**src/rtl/accum_frame_ctrl.sv**
```systemverilog
// accum_frame_ctrl
//   Sequences a shared unsigned up-accumulator through fixed-length frames.
//   A start in IDLE latches the frame length and clears the accumulator.
//   Exactly that many samples are then summed over the din valid/ready
//   handshake. The sum is held on dout until the consumer accepts it.
//
// Optional build macro:
//   ACCUM_FRAME_CTRL_SATURATE_EN - when defined, a carry-out clamps acc to
//   all-ones. When undefined, acc wraps. overflow flags the carry in both builds.
//
// Ports:
//   clk        rising-edge clock
//   rst        synchronous reset, active-low
//   start/len  frame start request and length (len=0 -> 2^LENW samples)
//   clr        synchronous abort of the current frame
//   busy       controller is not idle
//   din_valid/din/din_ready    sample input handshake
//   dout_valid/dout/dout_ready result output handshake
//   overflow   frame sum exceeded 2^ACCW-1 (valid with dout_valid)
module accum_frame_ctrl #(
    parameter int WIDTH = 4,
    parameter int ACCW  = 8,
    parameter int LENW  = 4
) (
    input  logic             clk,
    input  logic             rst,
    input  logic             start,
    input  logic [LENW-1:0]  len,
    input  logic             clr,
    output logic             busy,
    input  logic             din_valid,
    input  logic [WIDTH-1:0] din,
    output logic             din_ready,
    output logic             dout_valid,
    output logic [ACCW-1:0]  dout,
    input  logic             dout_ready,
    output logic             overflow
);

    typedef enum logic [1:0] {IDLE, ACC, DUMP} state_t;

    state_t          state, state_nxt;
    logic [ACCW-1:0] acc;
    logic [LENW-1:0] count;
    logic [LENW-1:0] len_q;
    logic            ovf;
    logic            beat;
    logic            last_beat;
    logic [ACCW:0]   sum;

    // One extra bit on the adder exposes the carry-out for overflow/saturation.
    assign sum       = {1'b0, acc} + {{(ACCW + 1 - WIDTH){1'b0}}, din};
    assign beat      = din_valid && din_ready;
    // Modulo-2^LENW compare: len_q=0 makes the final beat count = all-ones.
    assign last_beat = beat && (count == len_q - LENW'(1));

    assign busy       = (state != IDLE);
    assign din_ready  = (state == ACC);
    assign dout_valid = (state == DUMP);
    assign dout       = acc;
    assign overflow   = ovf;

    always_comb begin
        state_nxt = state;
        case (state)
            IDLE: if (start) state_nxt = ACC;
            ACC: begin
                if (clr)            state_nxt = IDLE;
                else if (last_beat) state_nxt = DUMP;
            end
            DUMP: begin
                if (clr || dout_ready) state_nxt = IDLE;
            end
            default: state_nxt = IDLE;
        endcase
    end

    always_ff @(posedge clk) begin
        if (!rst) begin
            state <= IDLE;
            acc   <= '0;
            count <= '0;
            len_q <= '0;
            ovf   <= 1'b0;
        end else begin
            state <= state_nxt;
            if (state == IDLE && start) begin
                len_q <= len;
                acc   <= '0;
                count <= '0;
                ovf   <= 1'b0;
            end else if (beat && !clr) begin
                // An abort drops the beat; acc is don't-care until the next start.
                count <= count + LENW'(1);
                ovf   <= ovf | sum[ACCW];
`ifdef ACCUM_FRAME_CTRL_SATURATE_EN
                // Once clamped, any further non-zero add carries again, so acc
                // stays pinned at all-ones for the rest of the frame.
                acc   <= sum[ACCW] ? {ACCW{1'b1}} : sum[ACCW-1:0];
`else
                acc   <= sum[ACCW-1:0];
`endif
            end
        end
    end

endmodule

```
**config.mk**
```make
export PLATFORM = sky130hd
export DESIGN_NAME = accum_frame_ctrl
export DESIGN_NICKNAME = d
export VERILOG_FILES = /design/src/rtl/accum_frame_ctrl.sv
export SDC_FILE = /design/constraint.sdc
export NUM_CORES = 1
export LEC_CHECK = 0
export ABC_AREA = 0
export CORE_UTILIZATION = 43
export CTS_BUF_LIST = sky130_fd_sc_hd__clkbuf_8 sky130_fd_sc_hd__clkbuf_16
export CTS_CLUSTER_SIZE = 30
export DETAILED_ROUTE_END_ITERATION = 8
export GPL_TIMING_DRIVEN = 0
export PLACE_DENSITY = 0.75
export SYNTH_ARGS = -nofsm -noshare
export SYNTH_HDL_FRONTEND = slang
export SYNTH_SLANG_ARGS = --single-unit
```
**constraint.sdc**
```tcl
create_clock -name clk -period 1.6 [get_ports clk]
set_clock_uncertainty 0.1 [all_clocks]
set_input_delay 0.16 -clock clk [delete_from_list [all_inputs] [get_ports clk]]
set_output_delay 0.16 -clock clk [all_outputs]
set_load 0.05 [all_outputs]
```
==> metrics.txt, run 1 <==
normalized max-slew margin around 67%; final net count roughly 170; mapped cell area ~0.001 sq mm; worst hold path type input pin to register; CTS Sinks 19; Die Y roughly 50 microns; library cells used by synthesis 33; Port-buffer cells 25; final worst setup slack -0.0467 ns; R2R Path Start dout[0]$_SDFFE_PP0P_; number of core rows 17; crit path launch type register; Overall Power between 0.9 and 1 mW; failing checks setup timing; vias in the first global route 871; syn_area_per_cell approximately 9.3 sq um; post-route setup TNS -0.0861 ns; crit path DAT between 1.5 and 2 ns; Hold Path Sink dout[0]$_SDFFE_PP0P_; Clock Latency Late Sink 0.25 ns; r2r worst-path depth 6; worst r2r dst overflow$_SDFFE_PP0P_; Placed Cells roughly 160; largest net degree at the start of global routing 11; Pwr Density 665 mW/mm^2; max_cap viols 0; Total GRT Usage 19.5%; worst slack at placement -0.365 ns; Final Instance Area about 0.0015 sq mm; antenna cell count 0; flops & latches, synth 19; prevailing post-synth register cell dfxtp_1; worst min-delay path startpoint din[0]; largest cells by area after synthesis dfxtp_1 (38%), ha_1 (7.5%), a21oi_1 (6.0%); CTS Buffer Depth 2; WL final ~2300 microns; Placement Cell Area between 0.001 and 0.0015 sq mm; final std cells w/o fill ~180; worst path cell trace ha_4, fa_2, a21o_1, a21oi_4, nor3b_2, o21a_1; Initial Util a little under half; grt ovf 0; most frequent cells in the layout buf_4 (11), dfxtp_1 (11), dlygate4sd2_1 (11); status finished, violations left; sequential area share after synthesis ~38%; Clock Pin Slew Worst Setup and Hold Paths around 0.07 ns; Post-synth EDFFs 0; Fin. Hold Viols 0; biggest cell delay along the critical path about 0.35 ns; first-pass GRT wire length 3680 microns; CTS tree yes; Critical-path top delay cell dfxtp_4; yosys warns 0; Synth Instances ~110; Max Fclk 607 MHz; Crit Path Category register to register; routed vias between 900 and 1000; initial antenna violation count 0; CP Capture Type register; Avg WL per Cell between 10 and 15 microns; Synth top area share between 30 and 40%; TritonRoute pass-1 iters 4; Post-Syn Nets approximately 130; Final GP Congestion approximately 0.8; worst path required time about 1.7 ns; WHS Path Cells 4; final period utilization 103%; final core utilization around two thirds; worst vdd ir between 0.0004 and 0.0005 V; Clock Tree Root clkbuf_8; DIE WIDTH between 50 and 60 microns; Worst Path Max Fanout 5; Final min period 1.65 ns; proportion of layout cells with a drive suffix above 1 roughly 29%; final setup violating endpoints 4; FFs w/ async S/R, synth 0%; Residual DRC 0; leak pwr between 0.6 and 0.7 nW; Slew Limit Fails 0; Via density slightly above 5; final hold slack 0.340 ns; largest area contributor in the synthesized netlist dfxtp_1; DR iter-0 viols 4; CTS buffer count 3; Die ar. ~0.0025 sq mm; RSZ-0062 raised after global routing true; worst slew pin tran 0.493 ns; Area growth syn-to-layout 48.9%; post-DP HPWL 1600 microns; Core Area 0.00221 sq mm; I/O pin count 26; R2R setup slack -0.05 ns; CTS HTree Levels 1; Routed Antenna Nets 0
## Yosys cell counts (all sizes together) (2+ instances only)
master	n
a211o	2
nand4	3
o21ai	4
o21a	2
nor2b	6
buf	2
inv	2
nand2b	2
a21oi	13
mux2i	2
ha	6
nor3b	2
dfxtp	19
nand2	9
xnor2	4
or3	4
nor2	6
or2	2
xor2	6
and2b	2
## per-layer routing
metal / track usage [%] / part of all wire [%] / wire length, microns / vias up
li1: - / - / - / 457
met1: 21.5 / 44 / 1010 / 418
met2: 35.8 / 51 / 1160 / 32
met3: 3.94 / 4.5 / 103 / 2
met4: 8.33 / 0.70 / 16 / 0
met5: 0 / 0 / 0 / -
## critical path, delay by kind of cell (launching register included)
family	cells	cell delay, ns
compound gates	3	0.53
fa+ha+maj	2	0.50
flops	1	0.35
simple gates	1	0.07
## layout make-up
class | instances | area (sq um)
Clock buffer | 3 | 41.3
Fill cell | 176 | 716
Buffer | 2 | 18.8
Tap cell | 28 | 35.0
Clock inverter | 1 | 3.75
Inverter | 2 | 7.51
Timing Repair Buffer | 35 | 312
Sequential cell | 19 | 398
Multi-Input combinational cell | 85 | 681
## report_power, final
part | internal (mW) | switching (mW)
clock network | 0.170 | 0.149
registers | 0.481 | 0.0106
logic | 0.0950 | 0.0897
total | 0.746 | 0.250
## timing repair
item,CTS,global route
pin swaps,6,6
hold buffers,0,0
setup buffers,3,7
setup endpoints to repair,23,9
gates resized for setup,25,9
## sequential cells by signal, summed over array words and instances (netlist names)
register / cells
count: 4
dout: 8
len_q: 4
overflow: 1
state: 2
## cell families after synthesis
family	Yosys count	share of synthesized area (%)
flops	19	37.9
xor+xnor	10	8.72
mux	2	1.99
buf+inv	4	2.62
fa+ha+maj	7	9.46
simple gates	41	24.0
compound gates	25	15.3
## how the worst max path moves through the flow
stage,start,end,slack (ns)
3_5_place_dp,din[0],overflow$_SDFFE_PP0P_,-0.37
3_3_place_gp,din[0],overflow$_SDFFE_PP0P_,-0.35
4_1_cts,dout[0]$_SDFFE_PP0P_,overflow$_SDFFE_PP0P_,-0.07
5_1_grt,dout[0]$_SDFFE_PP0P_,overflow$_SDFFE_PP0P_,-0.12
2_1_floorplan,dout[0]$_SDFFE_PP0P_,overflow$_SDFFE_PP0P_,-0.07
6_report,dout[0]$_SDFFE_PP0P_,overflow$_SDFFE_PP0P_,-0.05
(Power assumes the default switching activity.)
==> run 2: changes to the inputs <==
--- a/config.mk
+++ b/config.mk
@@ -10,7 +10,6 @@
 export CTS_BUF_LIST = sky130_fd_sc_hd__clkbuf_8 sky130_fd_sc_hd__clkbuf_16
 export CTS_CLUSTER_SIZE = 30
 export DETAILED_ROUTE_END_ITERATION = 8
-export GPL_TIMING_DRIVEN = 0
 export PLACE_DENSITY = 0.75
 export SYNTH_ARGS = -nofsm -noshare
 export SYNTH_HDL_FRONTEND = slang
==> metrics.txt, run 2 (same netlist as run 1, synthesis figures left out) <==
max reg flops 8 (unchanged); Max Fclk 612 MHz (was 607 MHz); number of core rows 17 (unchanged); largest net degree at the start of global routing 13 (was 11); Final GP Congestion 0.755 (was 0.781); post-DP HPWL 1630 microns (was 1600 microns); initial antenna violation count 0 (unchanged); final core utilization 68.7% (was 67.6%); worst vdd ir 0.000500 V (was 0.000445 V); I/O pin count 26 (unchanged); most frequent cells in the layout buf_4 (24), dfxtp_1 (13), clkdlybuf4s50_1 (11) (was buf_4 (11), dfxtp_1 (11), dlygate4sd2_1 (11)); CP Capture Type register (unchanged); final net count 171 (was 169); worst path required time 1.65 ns (about the same); Pwr Density 668 mW/mm^2 (was 665 mW/mm^2); Avg WL per Cell 12.4 microns (was 13.1 microns); worst hold path type input pin to register (unchanged); Final min period 1.63 ns (was 1.65 ns); Overall Power 1.02 mW (was 0.996 mW); CTS Buffer Depth 2 (unchanged); Initial Util 45.4% (unchanged); crit path launch type register (unchanged); max_cap viols 0 (unchanged); Clock Latency Late Sink 0.25 ns (about the same); Slew Limit Fails 0 (unchanged); antenna cell count 0 (unchanged); vias in the first global route 937 (was 871); Critical-path top delay cell dfxtp_4 (unchanged); Crit Path Category register to register (unchanged); CP Depth 6 (unchanged); Area growth syn-to-layout 51.3% (was 48.9%); filler cell count 199 (was 176); Final Instance Area 0.00152 sq mm (was 0.00150 sq mm); worst r2r dst overflow$_SDFFE_PP0P_ (unchanged); Buffers & Inverters on Critical Path 0 (unchanged); failing checks setup timing (unchanged); Die ar. 0.00253 sq mm (unchanged); Clock Pin Slew Worst Setup and Hold Paths 0.07 ns (about the same); R2R setup slack -0.03 ns (was -0.05 ns); most common cell after layout, fill and taps aside buf_4; final std cells w/o fill 177 (was 175); WL final 2200 microns (was 2290 microns); Die Y 50.3 microns (unchanged); leak pwr 0.623 nW (was 0.626 nW); R2R Path Start dout[0]$_SDFFE_PP0P_ (unchanged); status finished, violations left (unchanged); Routed Antenna Nets 0 (unchanged); final period utilization 102% (was 103%); TritonRoute pass-1 iters 3 (was 4); final worst setup slack -0.0334 ns (was -0.0467 ns); Via density 5.18 (was 5.19); final setup violating endpoints 4 (unchanged); normalized max-slew margin 82.1% (was 67.3%); Hold Path Sink dout[0]$_SDFFE_PP0P_ (unchanged); RSZ-0062 raised after global routing true (unchanged); Port-buffer cells 25 (unchanged); CTS Sinks 19 (unchanged); DR iter-0 viols 5 (was 4); r2r worst-path depth 6 (unchanged); Placement Cell Area 0.00140 sq mm (was 0.00133 sq mm); CTS buffer count 3 (unchanged); Worst Path Max Fanout 5 (unchanged); Top Family by Delay on Critical Path compound AO/OA/AOI/OAI gates (unchanged); Total GRT Usage 19.6% (was 19.5%); DIE WIDTH 50.3 microns (unchanged); Placed Cells 172 (was 161); routed vias 916 (was 909); first-pass GRT wire length 3780 microns (was 3680 microns); CTS tree yes (unchanged); WHS Path Cells 4 (unchanged); Clock Tree Root clkbuf_8 (unchanged); Fin. Hold Viols 0 (unchanged); worst slew pin tran 0.267 ns (was 0.493 ns); worst min-delay path startpoint din[0] (unchanged); biggest cell delay along the critical path 0.35 ns (about the same); crit path DAT 1.69 ns (about the same); grt ovf 0 (unchanged); proportion of layout cells with a drive suffix above 1 35.6% (was 28.6%); worst path cell trace ha_4, fa_2, a21o_1, a21oi_4, nor3b_1, o21a_1 (was ha_4, fa_2, a21o_1, a21oi_4, nor3b_2, o21a_1); Core Area 0.00221 sq mm (unchanged); CTS HTree Levels 1 (unchanged); Residual DRC 0 (unchanged)
-- run 2: cell types whose count changed in the layout (fill, tap and decap cells not counted), sizes merged --
cell | before | now
buf | 12 | 26
clkbuf | 4 | 3
clkdlybuf4s15 | 2 | 0
clkdlybuf4s50 | 10 | 11
dlygate4sd2 | 11 | 1
-- run 2: timing repair --
| action | 4_1_cts | 5_1_grt |
|---|---|---|
| buffers inserted | 1 | 0 |
| pin swaps | 7 | 6 |
| hold buffers | 0 | 0 |
| resized for setup | 4 | 12 |
| setup endpoints to repair | 6 | 8 |
-- run 2: layout make-up --
class                   count  area (sq um)  share of cell area [%]
multi-input cells          85           686                    45.1
flip-flops and latches     19           395                    26.0
repair buffers             39           352                    23.1
clock buffers               3          41.3                    2.72
well taps                  28          35.0                    2.30
inverters                   2          7.51                   0.494
clock inverters             1          3.75                   0.247
-- run 2: per-layer routing --
layer  vias to the layer above  share of wire, %  GRT usage (%)
met4                         0               2.0           9.72
met3                         5               4.6           3.03
met2                        23                51           34.4
met1                       424                42           22.7
met5                         -                 0              0
li1                        464                 -              -
-- run 2: how the worst max path moves through the flow --
| stage | start | end | slack, ns |
|---|---|---|---|
| global route | dout[0]$_SDFFE_PP0P_ | overflow$_SDFFE_PP0P_ | -0.08 |
| global placement | din[0] | overflow$_SDFFE_PP0P_ | -0.31 |
| CTS | dout[0]$_SDFFE_PP0P_ | overflow$_SDFFE_PP0P_ | -0.06 |
| detailed placement | din[0] | overflow$_SDFFE_PP0P_ | -0.35 |
| floorplan | dout[0]$_SDFFE_PP0P_ | overflow$_SDFFE_PP0P_ | -0.07 |
| finish | dout[0]$_SDFFE_PP0P_ | overflow$_SDFFE_PP0P_ | -0.03 |
-- run 2: worst register-to-register path, stage by stage (launching register included) --
cell     delay (ns)
dfxtp_4        0.35
ha_4           0.16
fa_2           0.33
a21o_1         0.19
a21oi_4        0.18
nor3b_1        0.07
o21a_1         0.16
-- run 2: through the flow --
step                      TNS [ns]  setup slack (ns)  hold slack [ns]
final                      -0.0522           -0.0334            0.346
after global placement       -1.88            -0.315            0.355
after detailed placement     -2.18            -0.350            0.356
after CTS                   -0.181           -0.0637            0.350
after floorplan             -0.127           -0.0662            0.186
after global routing        -0.337           -0.0826            0.389
-- run 2: report_power, final --
| group | switching (mW) | internal, mW | leakage (nW) |
|---|---|---|---|
| clock | 0.153 | 0.171 | 0.0269 |
| combinational | 0.0929 | 0.109 | 0.438 |
| sequential | 0.00999 | 0.480 | 0.158 |
| total | 0.256 | 0.760 | 0.623 |
